File: config.mk
export PLATFORM = sky130hd
export DESIGN_NAME = truth_sweep_ctrl_flat
export DESIGN_NICKNAME = d
export VERILOG_FILES = /design/src/rtl/truth_sweep_ctrl_if.sv /design/src/rtl/truth_sweep_ctrl.sv /design/src/flat_wrapper.sv
export SDC_FILE = /design/constraint.sdc
export NUM_CORES = 1
export LEC_CHECK = 0
export CORE_AREA = 2 2 110 85
export DETAILED_ROUTE_END_ITERATION = 16
export DIE_AREA = 0 0 112 87
export SLEW_MARGIN = 30
export SYNTH_ARGS = -nofsm -noshare
export SYNTH_HDL_FRONTEND = slang
export SYNTH_SLANG_ARGS = --single-unit
export TNS_END_PERCENT = 5
File: constraint.sdc
create_clock -name clk -period 2.5 [get_ports clk]
set_input_delay 0.5 -clock clk [delete_from_list [all_inputs] [get_ports clk]]
set_output_delay 0.5 -clock clk [all_outputs]
set_load 0.01 [all_outputs]
File: src/rtl/truth_sweep_ctrl_if.sv
// Host/function-unit bundle for truth_sweep_ctrl: host controls, the unit's response and sweep results.
// Slave modport belongs to the sequencer; master modport belongs to the host/test side.
interface truth_sweep_ctrl_if #(
   parameter int N_IN = 4
);
   logic                  start;
   logic                  abort;
   logic [2**N_IN-1:0]    exp_tt;
   logic                  func_in;
   logic [N_IN-1:0]       vec_out;
   logic                  busy;
   logic                  done;
   logic                  pass;
   logic [N_IN:0]         err_cnt;
   logic [N_IN-1:0]       first_err_vec;
   logic                  first_err_valid;
   logic [2**N_IN-1:0]    resp_tt;

   modport slave (
      input  start, abort, exp_tt, func_in,
      output vec_out, busy, done, pass, err_cnt, first_err_vec, first_err_valid, resp_tt
   );

   modport master (
      output start, abort, exp_tt, func_in,
      input  vec_out, busy, done, pass, err_cnt, first_err_vec, first_err_valid, resp_tt
   );
endinterface

File: src/rtl/truth_sweep_ctrl.sv
// Truth-table sweep sequencer: drives all 2**N_IN vectors into a combinational unit and checks each response.
// Latency: done pulses 2**N_IN*(SETTLE+1) cycles after the accepted start edge; each vector held SETTLE+1 cycles.
// No backpressure: start is ignored while busy, abort ends a sweep. TRUTH_SWEEP_GRAY_ORDER_EN selects Gray order.
module truth_sweep_ctrl #(
   parameter int N_IN   = 4,
   parameter int SETTLE = 2
) (
   input  logic                clk,
   input  logic                rst_n,
   truth_sweep_ctrl_if.slave   bus
);
   localparam int NV = 2**N_IN;
   localparam int SW = (SETTLE > 0) ? $clog2(SETTLE + 1) : 1;

   typedef enum logic [1:0] {IDLE, RUN, DONE} state_t;

   state_t            state_q, state_d;
   logic [N_IN-1:0]   idx_q, idx_d;
   logic [SW-1:0]     cnt_q, cnt_d;
   logic [N_IN-1:0]   vec_q, vec_d;
   logic              busy_q, busy_d;
   logic              done_q, done_d;
   logic              pass_q, pass_d;
   logic [N_IN:0]     err_q, err_d;
   logic [N_IN-1:0]   fvec_q, fvec_d;
   logic              fev_q, fev_d;
   logic [NV-1:0]     resp_q, resp_d;
   logic [NV-1:0]     exp_q, exp_d;

   logic [N_IN-1:0]   cur;
   logic              mis;
   logic [N_IN:0]     err_inc;

   function automatic logic [N_IN-1:0] seq(input logic [N_IN-1:0] i);
`ifdef TRUTH_SWEEP_GRAY_ORDER_EN
      return i ^ (i >> 1);
`else
      return i;
`endif
   endfunction

   always_ff @(posedge clk or negedge rst_n) begin
      if (!rst_n) begin
         state_q <= IDLE;
         idx_q   <= '0;
         cnt_q   <= '0;
         vec_q   <= '0;
         busy_q  <= 1'b0;
         done_q  <= 1'b0;
         pass_q  <= 1'b0;
         err_q   <= '0;
         fvec_q  <= '0;
         fev_q   <= 1'b0;
         resp_q  <= '0;
         exp_q   <= '0;
      end else begin
         state_q <= state_d;
         idx_q   <= idx_d;
         cnt_q   <= cnt_d;
         vec_q   <= vec_d;
         busy_q  <= busy_d;
         done_q  <= done_d;
         pass_q  <= pass_d;
         err_q   <= err_d;
         fvec_q  <= fvec_d;
         fev_q   <= fev_d;
         resp_q  <= resp_d;
         exp_q   <= exp_d;
      end
   end

   always_comb begin
      state_d = state_q;
      idx_d   = idx_q;
      cnt_d   = cnt_q;
      vec_d   = vec_q;
      busy_d  = busy_q;
      done_d  = 1'b0;
      pass_d  = pass_q;
      err_d   = err_q;
      fvec_d  = fvec_q;
      fev_d   = fev_q;
      resp_d  = resp_q;
      exp_d   = exp_q;

      // Results are indexed by vector value, not by sweep step.
      cur     = seq(idx_q);
      mis     = (bus.func_in != exp_q[cur]);
      err_inc = err_q + (N_IN + 1)'(mis);

      case (state_q)
         IDLE: begin
            if (bus.start && !bus.abort) begin
               err_d   = '0;
               fev_d   = 1'b0;
               fvec_d  = '0;
               resp_d  = '0;
               pass_d  = 1'b0;
               exp_d   = bus.exp_tt;
               idx_d   = '0;
               vec_d   = seq('0);
               cnt_d   = SW'(SETTLE);
               busy_d  = 1'b1;
               state_d = RUN;
            end
         end
         RUN: begin
            if (bus.abort) begin
               // Abort beats a coincident sample; partial results stay visible.
               state_d = IDLE;
               busy_d  = 1'b0;
               vec_d   = '0;
               idx_d   = '0;
               cnt_d   = '0;
            end else if (cnt_q != '0) begin
               cnt_d = cnt_q - 1'b1;
            end else begin
               resp_d[cur] = bus.func_in;
               err_d       = err_inc;
               if (mis && !fev_q) begin
                  fvec_d = cur;
                  fev_d  = 1'b1;
               end
               if (idx_q == '1) begin
                  state_d = DONE;
                  busy_d  = 1'b0;
                  done_d  = 1'b1;
                  pass_d  = (err_inc == '0);
               end else begin
                  idx_d = idx_q + 1'b1;
                  vec_d = seq(idx_q + 1'b1);
                  cnt_d = SW'(SETTLE);
               end
            end
         end
         DONE: begin
            state_d = IDLE;
            idx_d   = '0;
         end
         default: state_d = IDLE;
      endcase
   end

   assign bus.vec_out         = vec_q;
   assign bus.busy            = busy_q;
   assign bus.done            = done_q;
   assign bus.pass            = pass_q;
   assign bus.err_cnt         = err_q;
   assign bus.first_err_vec   = fvec_q;
   assign bus.first_err_valid = fev_q;
   assign bus.resp_tt         = resp_q;
endmodule
File: src/flat_wrapper.sv
// flat-port wrapper written by rule: the top's interface ports become plain ports
module truth_sweep_ctrl_flat 
#(
   parameter int N_IN   = 4,
   parameter int SETTLE = 2
)
  (clk, rst_n, bus_start, bus_abort, bus_exp_tt, bus_func_in, bus_vec_out, bus_busy, bus_done, bus_pass, bus_err_cnt, bus_first_err_vec, bus_first_err_valid, bus_resp_tt);
  truth_sweep_ctrl_if #(.N_IN(N_IN)) bus_i ();
  input  logic clk;
  input  logic rst_n;
  input wire logic [$bits(bus_i.start)-1:0] bus_start;
  input wire logic [$bits(bus_i.abort)-1:0] bus_abort;
  input wire logic [$bits(bus_i.exp_tt)-1:0] bus_exp_tt;
  input wire logic [$bits(bus_i.func_in)-1:0] bus_func_in;
  output wire logic [$bits(bus_i.vec_out)-1:0] bus_vec_out;
  output wire logic [$bits(bus_i.busy)-1:0] bus_busy;
  output wire logic [$bits(bus_i.done)-1:0] bus_done;
  output wire logic [$bits(bus_i.pass)-1:0] bus_pass;
  output wire logic [$bits(bus_i.err_cnt)-1:0] bus_err_cnt;
  output wire logic [$bits(bus_i.first_err_vec)-1:0] bus_first_err_vec;
  output wire logic [$bits(bus_i.first_err_valid)-1:0] bus_first_err_valid;
  output wire logic [$bits(bus_i.resp_tt)-1:0] bus_resp_tt;
  assign bus_i.start = bus_start;
  assign bus_i.abort = bus_abort;
  assign bus_i.exp_tt = bus_exp_tt;
  assign bus_i.func_in = bus_func_in;
  assign bus_vec_out = bus_i.vec_out;
  assign bus_busy = bus_i.busy;
  assign bus_done = bus_i.done;
  assign bus_pass = bus_i.pass;
  assign bus_err_cnt = bus_i.err_cnt;
  assign bus_first_err_vec = bus_i.first_err_vec;
  assign bus_first_err_valid = bus_i.first_err_valid;
  assign bus_resp_tt = bus_i.resp_tt;
  truth_sweep_ctrl #(.N_IN(N_IN), .SETTLE(SETTLE)) u_core (.clk(clk), .rst_n(rst_n), .bus(bus_i));
endmodule
# ---- Yosys cells after proc, flatten, opt, wreduce, memory -nomap -nowiden
# Index checks and enable logic that the tools add are counted.
dict set report totals {
  latchBits 0
  reg_bits 57
  mem_bits_rw 0
  n_memories 0
  romBits 0
}
dict set report op_classes {
  n_div 0
  bitwise_logic 0
  n_addsub 3
  n_mux 51
  n_reduce_logical 19
  multipliers 0
  n_eq_ne 13
  order_cmp 2
  shift 0
}
# op count
set op_table {}
lappend op_table {{16-bit two-way mux} 3}
lappend op_table {{16-bit case mux with 2 select lines} 1}
lappend op_table {{4-bit two-way mux} 7}
lappend op_table {{1-bit two-way mux} 17}
lappend op_table {{16-bit bitwise mux} 1}
lappend op_table {{2-bit two-way mux} 8}
lappend op_table {{4-bit case mux with 2 select lines} 2}
lappend op_table {{4-bit AND reduction} 4}
lappend op_table {{5-bit two-way mux} 3}
lappend op_table {{4-bit case mux with 3 select lines} 1}
lappend op_table {{5-bit case mux with 2 select lines} 1}
lappend op_table {{5-bit AND reduction} 2}
lappend op_table {{2-bit case mux with 2 select lines} 2}
lappend op_table {{2-bit by 1-bit inequality test with 1-bit output, second input constant} 3}
lappend op_table {{3-bit inequality test, second input constant} 2}
lappend op_table {{1-bit case mux with 2 select lines} 3}
lappend op_table {{3-bit AND reduction} 2}
lappend op_table {{5-bit by 1-bit adder with 5-bit output} 1}
lappend op_table {{5-bit zero test} 1}
lappend op_table {{4-bit by 5-bit less-than comparator with 1-bit output, second input constant} 1}
lappend op_table {{4-bit by 1-bit adder with 4-bit output, second input constant} 1}
lappend op_table {{1-bit binary-select mux with 4-bit select} 1}
lappend op_table {{1-bit demux with 4-bit select} 1}
lappend op_table {{4-bit == test, second input constant} 1}
lappend op_table {{other kinds (14)} 19}

# ---- Logic depth before layout (Yosys ltp)
# Gate-level depths: netlist of run 1.
dict set report depth {
  word_depth 9
  mapped_depth 11
}

# ---- Least setup slack after synthesis of run 1
# No wires, ideal clock.
dict set report synth_timing {
  path_type {reg-to-reg}
  start {register u_core.idx_q[0], in the netlist u_core.cur[0]}
  end {register u_core.pass_q, in the netlist u_core.bus.pass}
  period_less_slack_ns 2.641
  path_stages_with_launch 12
  slack_ns -0.141
  arrival_ns 2.558
  required_ns 2.417
  path_buffers 1
  cell_sequence {dfrtp_1 > buf_6 > mux4_2 > mux4_2 > xor2_1 > ha_1 > ha_1 > xnor2_1 > nand3_1 > o31ai_1 > nand3_1 > o21ai_0}
}
dict set report synth_between {
  elab_chain_len 9
  elab_cells_between_ends 12
  classes_between {1 x add/sub; 3 x eq/ne; 6 x mux; 2 x reduce/logical}
}
# item line
set synth_rtl {}
lappend synth_rtl {{start, declared} truth_sweep_ctrl.sv:18} ;# logic [N_IN-1:0] idx_q, idx_d;
lappend synth_rtl {{start signal, assigned} truth_sweep_ctrl.sv:58} ;# idx_q <= idx_d;
lappend synth_rtl {{1-bit binary-select mux with 4-bit select} truth_sweep_ctrl.sv:88} ;# mis = (bus.func_in != exp_q[cur]);
lappend synth_rtl {{1-bit two-way mux (not written as such)} truth_sweep_ctrl.sv:88}
lappend synth_rtl {{1-bit inequality test} truth_sweep_ctrl.sv:88}
lappend synth_rtl {{5-bit by 1-bit adder with 5-bit output} truth_sweep_ctrl.sv:89} ;# err_inc = err_q + (N_IN + 1)'(mis);
lappend synth_rtl {{5-bit zero test} truth_sweep_ctrl.sv:128} ;# pass_d = (err_inc == '0);
lappend synth_rtl {{1-bit two-way mux} truth_sweep_ctrl.sv:124} ;# if (idx_q == '1) begin
lappend synth_rtl {{1-bit two-way mux} truth_sweep_ctrl.sv:115} ;# end else if (cnt_q != '0) begin
lappend synth_rtl {{1-bit two-way mux} truth_sweep_ctrl.sv:108} ;# if (bus.abort) begin
lappend synth_rtl {{1-bit case mux with 2 select lines} truth_sweep_ctrl.sv:91} ;# case (state_q)
lappend synth_rtl {{end signal, assigned} truth_sweep_ctrl.sv:63} ;# pass_q <= pass_d;
lappend synth_rtl {{end, declared} truth_sweep_ctrl.sv:23} ;# logic pass_q, pass_d;
# Several ways; a longest one is shown, not always the timed one. The select of a mux whose other input is x is not followed.
# A chain may end at the register's enable or synchronous reset.

# ---- Worst setup path after layout of run 1
# Same ends and word-level chain as after synthesis.

==> results.md, run 1 <==
* **relative area change from synthesis to final layout** 37.3%
* **routability congestion estimate** 0.836
* **share of synthesized area spent on multiplexers** 11.6%
* **post-route setup TNS** -0.263 ns
* **number of library cell types mapped by synthesis** 36
* **launching point of the worst reg2reg path** u_core.cur[0]$_DFFE_PN0P_
* **Tmin final** 2.64 ns
* **die width** 112 um
* **clock slew at the register clock pins of the worst setup and hold paths** 0.05 ns
* **number of H-tree levels** 3
* **status** finished with violations
* **static leakage power** 0.00175 uW
* **multi-input logic area** 1340 um^2
* **final critical-path share of the clock period** 106%
* **Reg2Reg Setup Slack** -0.14 ns
* **final count of negative-setup-slack endpoints** 4
* **TritonCTS clock tree** yes
* **net count reported at finish** 374
* **FF-to-FF End** u_core.bus.pass$_DFFE_PN0P_
* **antenna violations before repair** 0
* **kind of launch point of the worst setup path** flop
* **count of yosys warnings during synthesis** 0
* **total power density per cell area** 758 nW/um^2
* **worst skew pair latency** 0.33 ns
* **pin count of the biggest net entering global routing** 37
* **root cell of the clock tree** sky130_fd_sc_hd__clkbuf_16
* **class of the most critical hold timing path** input port to async pin
* **num rows** 30
* **number of remaining DRC errors** 0
* **maximum frequency from static timing analysis** 0.379 GHz
* **endpoint type of the worst setup path** flop
* **sequential cell area** 1430 um^2
* **post-detailed-route count of antenna-violating nets** 0
* **total cell area at the placement stage** 3620 um^2
* **Congestion Overflow GR** 0
* **xor and xnor area share after synthesis** 2.14%
* **diode insertion count for antenna repair** 0
* **setup ws final** -0.140 ns
* **Post-Syn Instances** 286
* **Starting DRT DRC Count** 102
* **peak ir drop on the vdd network** 0.292 mV
* **failing checks** negative setup slack
* **cell with the biggest individual delay on the critical path** sky130_fd_sc_hd__mux4_2
* **flop and latch count out of synthesis** 57
* **total of buffers placed on input and output ports** 53
* **area fraction in compound gates after synthesis** 14.4%
* **Avg Inst Size Synth** 10.0 um^2
* **initial standard-cell utilization of the core** 32.7%
* **dominant combinational cell family by area after synthesis** compound AO/OA/AOI/OAI gates
* **post-detailed-placement half-perimeter wirelength** 5.09 mm
* **list of cells traversed by the critical path** mux4_2, mux4_2, xor2_2, ha_2, ha_4, xnor2_2, nand3_1, o31ai_2, nand3_1, o21ai_1
* **kind of critical path** flop to flop
* **worst hold slack** 0.157 ns
* **number of slew-limit violations in the final report** 0
* **wire length of the first global-routing pass** 11.9 mm
* **ratio of routed vias to standard cells** 5.06
* **Bufs on Longest Clock Path** 2
* **max-cap viol count** 0
* **count of pins on the block boundary** 54
* **global-route usage over all layers** 15.8%
* **Worst EP arrival** 2.89 ns
* **critical path's largest stage delay** 0.53 ns
* **syn nets** 315
* **critical path required time** 2.75 ns
* **first-pass iteration count of the detailed router** 4
* **Final Hold Fails** 0
* **proportion of layout cells with a drive suffix above 1** 17.4%
* **Sinks on Clock Net** 57
* **drt wl/cell** 15.4 um
* **vias after detailed routing** 2337
* **routed wire length** 7.13 mm
* **floorplan die area** 9740 um^2
* **Post-Synth Adder-Cell Area** 3.49%
* **cell count of the worst reg-to-reg path** 10
* **core region area** 8780 um^2
* **fraction of the yosys area taken by sequential cells** 49.7%
* **cts-stage hold buffer count** 0
* **Finished Cell Area** 3940 um^2
* **worst-path fanout max** 5
* **via count of the first global-routing pass** 2363
* **relative slew slack** 64.1%
* **netlist area before placement** 2870 um^2
* **worst slew pin tran** 0.538 ns
* **vertical die dimension** 87 um
* **basic-gate share of the synthesized area counting and, or, nand and nor cells** 13.6%
* **Post-Route Skew** 0.00732 ns
* **count of filler cells inserted in the layout** 844
* **number of buffers inserted during clock tree synthesis** 9
* **unrepaired setup endpoints after global routing** yes
metal layers:
metal	vias to the layer above	track usage (%)	wire length, um
li1	1125	-	-
met1	1142	22.3	3530
met2	65	23.7	3180
met3	5	3.90	358
met4	0	5.65	63
met5	-	0	0
per-stage QoR:
stage,utilization [%],setup slack [ns],cells,power [uW]
after detailed placement,41.2,-0.226,446,1750
after global placement,41.2,-0.172,446,1740
final,44.9,-0.140,462,2990
after CTS,44.9,-0.149,462,3020
after floorplan,-,-0.0717,286,1490
after global routing,44.9,-0.282,462,3130
synth_stat cells, drive strengths merged:
library cell | n | area (um^2)
dfrtp | 57 | 1430
nand2 | 35 | 131
o21ai | 31 | 155
a21oi | 20 | 100
clkbuf | 17 | 63.8
mux2 | 17 | 191
inv | 15 | 56.3
nand3 | 11 | 55.1
nor2 | 10 | 37.5
ha | 8 | 100
nor3 | 6 | 30.0
a22o | 5 | 43.8
mux4 | 5 | 113
a21o | 4 | 30.0
buf | 4 | 26.3
nand4 | 4 | 25.0
o31ai | 4 | 30.0
xor2 | 4 | 35.0
and4 | 3 | 26.3
mux2i | 3 | 30.0
nor2b | 3 | 18.8
xnor2 | 3 | 26.3
and2 | 2 | 12.5
and3 | 2 | 12.5
nor4 | 2 | 12.5
o21a | 2 | 15.0
o221ai | 2 | 17.5
nand2b | 1 | 6.26
nand3b | 1 | 7.51
nor3b | 1 | 7.51
o211ai | 1 | 7.51
o22ai | 1 | 6.26
o31a | 1 | 8.76
or3 | 1 | 6.26
power breakdown:
group          switching [uW]  internal (uW)
Sequential               81.0           1030
Combinational             303            323
Clock                     401            850
Total                     785           2200
area by class of cell:
type | instances | area share [%]
Multi-Input combinational cell | 193 | 34.0
Clock buffer | 14 | 6.95
Tap cell | 112 | 3.55
Sequential cell | 57 | 36.2
Clock inverter | 2 | 0.888
Inverter | 15 | 1.43
Timing Repair Buffer | 69 | 17.0
placed cells by master, fill, tap and decap left out, drive strengths merged, types with 11 or more instances in the layout:
| cell type | n |
|---|---|
| mux2 | 17 |
| buf | 17 |
| clkdlybuf4s50 | 52 |
| nand2 | 35 |
| a21oi | 20 |
| dfrtp | 57 |
| nand3 | 11 |
| o21ai | 31 |
| clkbuf | 14 |
| inv | 15 |
worst max-delay path by stage:
stage,start,endpoint,slack (ns),cells past startpoint
floorplan,u_core.cur[0]$_DFFE_PN0P_,u_core.bus.pass$_DFFE_PN0P_,-0.07,11
global placement,u_core.cur[0]$_DFFE_PN0P_,u_core.bus.pass$_DFFE_PN0P_,-0.17,8
detailed placement,u_core.cur[0]$_DFFE_PN0P_,u_core.bus.pass$_DFFE_PN0P_,-0.23,10
CTS,u_core.cur[0]$_DFFE_PN0P_,u_core.bus.pass$_DFFE_PN0P_,-0.15,10
global route,u_core.cur[0]$_DFFE_PN0P_,u_core.bus.pass$_DFFE_PN0P_,-0.28,10
finish,u_core.cur[0]$_DFFE_PN0P_,u_core.bus.pass$_DFFE_PN0P_,-0.14,10
cell families after synthesis:
group | count (synthesis)
flops | 57
mux | 25
xor+xnor | 7
fa+ha+maj | 8
compound gates | 71
simple gates | 82
buf+inv | 36
state kept, by name, indices dropped and copies added (netlist names), 2 cells and up:
| signal | flops |
|---|---|
| u_core.bus.err_cnt | 5 |
| u_core.bus.first_err_vec | 4 |
| u_core.bus.resp_tt | 16 |
| u_core.bus.vec_out | 4 |
| u_core.cnt_q | 2 |
| u_core.cur | 4 |
| u_core.exp_q | 16 |
| u_core.state_q | 2 |
repair_timing:
item                       4_1_cts  5_1_grt
setup buffers                    0        0
pin swaps                        3        0
gates resized for setup          5        2
hold endpoints to repair         0        0
setup endpoints to repair        5        5
gates cloned                     0        0
critical path: cells and delay by family, from the launching register on:
family,cells,cell delay [ns]
simple gates,2,0.20
xor+xnor,2,0.32
mux,2,1.04
compound gates,2,0.16
flops,1,0.44
fa+ha+maj,2,0.41
No activity file was read; power rests on OpenSTA's default activity.
==> run 2: changes to the inputs <==
Settings changed: ABC_CLOCK_PERIOD_IN_PS set to 2500.
==> results of run 2 <==
Final layout, timing and power as in run 1 (identical DEF).
==> run 3: changes to the inputs <==
Settings changed: CORE_AREA 2 2 110 85 to 2 2 116 90, DIE_AREA 0 0 112 87 to 0 0 118 92.
==> run 3 against run 2 <==
The flow still finishes with violations (negative setup slack). Fmax increased by 0.19%. Register-to-register slack about the same. Sequential share of layout area decreased by 0.23 points. Final area increased by 0.63%. Sequential cell count unchanged. Die area increased by 11%. First-iteration DRC count increased by 120%. Largest cell class unchanged. Combinational power increased by 3.7%. Sequential power about the same.
==> results.md, run 3 (synthesis gave the netlist of run 1 again) <==
* **status** finished with violations
* **failing checks** negative setup slack
* **floorplan die area** 10900 um^2
* **total power density per cell area** 734 nW/um^2
* **launching point of the worst reg2reg path** u_core.cur[0]$_DFFE_PN0P_
* **antenna violations before repair** 0
* **proportion of layout cells with a drive suffix above 1** 18.2%
* **maximum frequency from static timing analysis** 0.380 GHz
* **net count reported at finish** 376
* **ratio of routed vias to standard cells** 4.84
* **endpoint type of the worst setup path** flop
* **count of pins on the block boundary** 54
* **global-route usage over all layers** 14.1%
* **setup ws final** -0.135 ns
* **clock slew at the register clock pins of the worst setup and hold paths** 0.05 ns
* **number of slew-limit violations in the final report** 0
* **via count of the first global-routing pass** 2305
* **worst-path fanout max** 5
* **P_sw** 800 uW
* **pin count of the biggest net entering global routing** 34
* **final count of negative-setup-slack endpoints** 4
* **Cell Int Power** 2110 uW
* **fraction of power consumed by sequential logic** 38.2%
* **first-pass iteration count of the detailed router** 4
* **Sinks on Clock Net** 57
* **number of remaining DRC errors** 0
* **FF-to-FF End** u_core.bus.pass$_DFFE_PN0P_
* **number of H-tree levels** 3
* **static leakage power** 0.00174 uW
* **cell count of the worst reg-to-reg path** 8
* **initial standard-cell utilization of the core** 29.0%
* **Post-Route Skew** 0.00912 ns
* **vias after detailed routing** 2358
* **number of buffers inserted during clock tree synthesis** 9
* **kind of critical path** flop to flop
* **most common library cell in the layout ignoring fill and taps** sky130_fd_sc_hd__dfrtp_1
* **class of the most critical hold timing path** input port to async pin
* **critical path required time** 2.76 ns
* **multi-input logic area** 1350 um^2
* **kind of launch point of the worst setup path** flop
* **routed wire length** 7.27 mm
* **peak ir drop on the vdd network** 0.334 mV
* **num rows** 32
* **cts-stage hold buffer count** 0
* **total of buffers placed on input and output ports** 53
* **drt wl/cell** 14.9 um
* **post-detailed-route count of antenna-violating nets** 0
* **Starting DRT DRC Count** 227
* **Congestion Overflow GR** 0
* **post-detailed-placement half-perimeter wirelength** 5.13 mm
* **routability congestion estimate** 0.851
* **Tmin final** 2.63 ns
* **vertical die dimension** 92 um
* **switching share of total power** 27.5%
* **unrepaired setup endpoints after global routing** yes
* **root cell of the clock tree** sky130_fd_sc_hd__clkbuf_16
* **sequential cell area** 1430 um^2
* **commonest non-fill, non-tap cells in the layout** sky130_fd_sc_hd__dfrtp_1 (56), sky130_fd_sc_hd__clkdlybuf4s50_1 (52), sky130_fd_sc_hd__nand2_1 (35)
* **diode insertion count for antenna repair** 0
* **count of filler cells inserted in the layout** 986
* **relative slew slack** 56.6%
* **Final Hold Fails** 0
* **wire length of the first global-routing pass** 11.8 mm
* **worst hold slack** 0.203 ns
* **max-cap viol count** 0
* **die width** 118 um
* **share of power burned in combinational logic** 22.3%
* **core region area** 9890 um^2
* **relative area change from synthesis to final layout** 38.2%
* **Bufs on Longest Clock Path** 2
* **TritonCTS clock tree** yes
* **Worst EP arrival** 2.89 ns
* **power share of the clock group** 39.5%
* **worst skew pair latency** 0.33 ns
* **worst slew pin tran** 0.651 ns
* **final critical-path share of the clock period** 105%
* **Post-Place Worst Slack** -0.271 ns
* **Reg2Reg Setup Slack** -0.13 ns
[run 3: area by class of cell]
cell class | instances | share of cell area, %
flip-flops and latches | 57 | 36.0
repair buffers | 71 | 17.3
clock inverters | 2 | 0.315
clock buffers | 13 | 6.81
multi-input cells | 193 | 33.9
well taps | 136 | 4.29
inverters | 15 | 1.42
[run 3: worst max-delay path, cell delays in order (launching register included)]
cell,delay (ns)
sky130_fd_sc_hd__dfrtp_2,0.44
sky130_fd_sc_hd__mux4_2,0.55
sky130_fd_sc_hd__mux4_2,0.52
sky130_fd_sc_hd__xor2_2,0.21
sky130_fd_sc_hd__ha_2,0.24
sky130_fd_sc_hd__ha_4,0.21
sky130_fd_sc_hd__nor4_2,0.24
sky130_fd_sc_hd__nand3_1,0.09
sky130_fd_sc_hd__o21ai_1,0.08
[run 3: power groups by stage]
stage	Sequential (uW)	Combinational (uW)	Clock, uW
finish	1110	650	1150
global route	1130	714	1220
CTS	1110	650	1180
detailed placement	1130	625	0
global placement	1130	611	0
floorplan	1110	375	0
[run 3: what timing repair did]
action,CTS,global route
cloned,0,0
setup buffers,1,0
pin swaps,1,0
setup endpoints to repair,5,9
resized for setup,6,3
hold endpoints to repair,0,0
[run 3: worst max path at each step]
stage | start | to | slack, ns | depth (start not counted)
after floorplan | u_core.cur[0]$_DFFE_PN0P_ | u_core.bus.pass$_DFFE_PN0P_ | -0.07 | 11
after global placement | u_core.cur[0]$_DFFE_PN0P_ | u_core.bus.pass$_DFFE_PN0P_ | -0.17 | 8
after detailed placement | u_core.cur[0]$_DFFE_PN0P_ | u_core.bus.pass$_DFFE_PN0P_ | -0.27 | 8
after CTS | u_core.cur[0]$_DFFE_PN0P_ | u_core.bus.pass$_DFFE_PN0P_ | -0.16 | 8
after global routing | u_core.cur[0]$_DFFE_PN0P_ | u_core.bus.pass$_DFFE_PN0P_ | -0.31 | 10
final | u_core.cur[0]$_DFFE_PN0P_ | u_core.bus.pass$_DFFE_PN0P_ | -0.13 | 8
[run 3: routing by layer]
metal  part of all wire (%)  track usage, %
met4                    1.3            4.32
met2                     43            20.5
met3                    4.8            5.85
met5                      0               0
met1                     51            19.1
[run 3: stage by stage]
stage               std cells  power [uW]  instance area, um^2  utilization [%]  setup TNS [ns]
global placement          471        1740                 3660             37.0          -0.420
global route              487        3060                 3970             40.1           -1.12
detailed placement        471        1750                 3660             37.0          -0.918
CTS                       487        2940                 3960             40.1          -0.472
finish                    487        2910                 3970             40.1          -0.381
floorplan                 286        1490                 2890                -         -0.0924
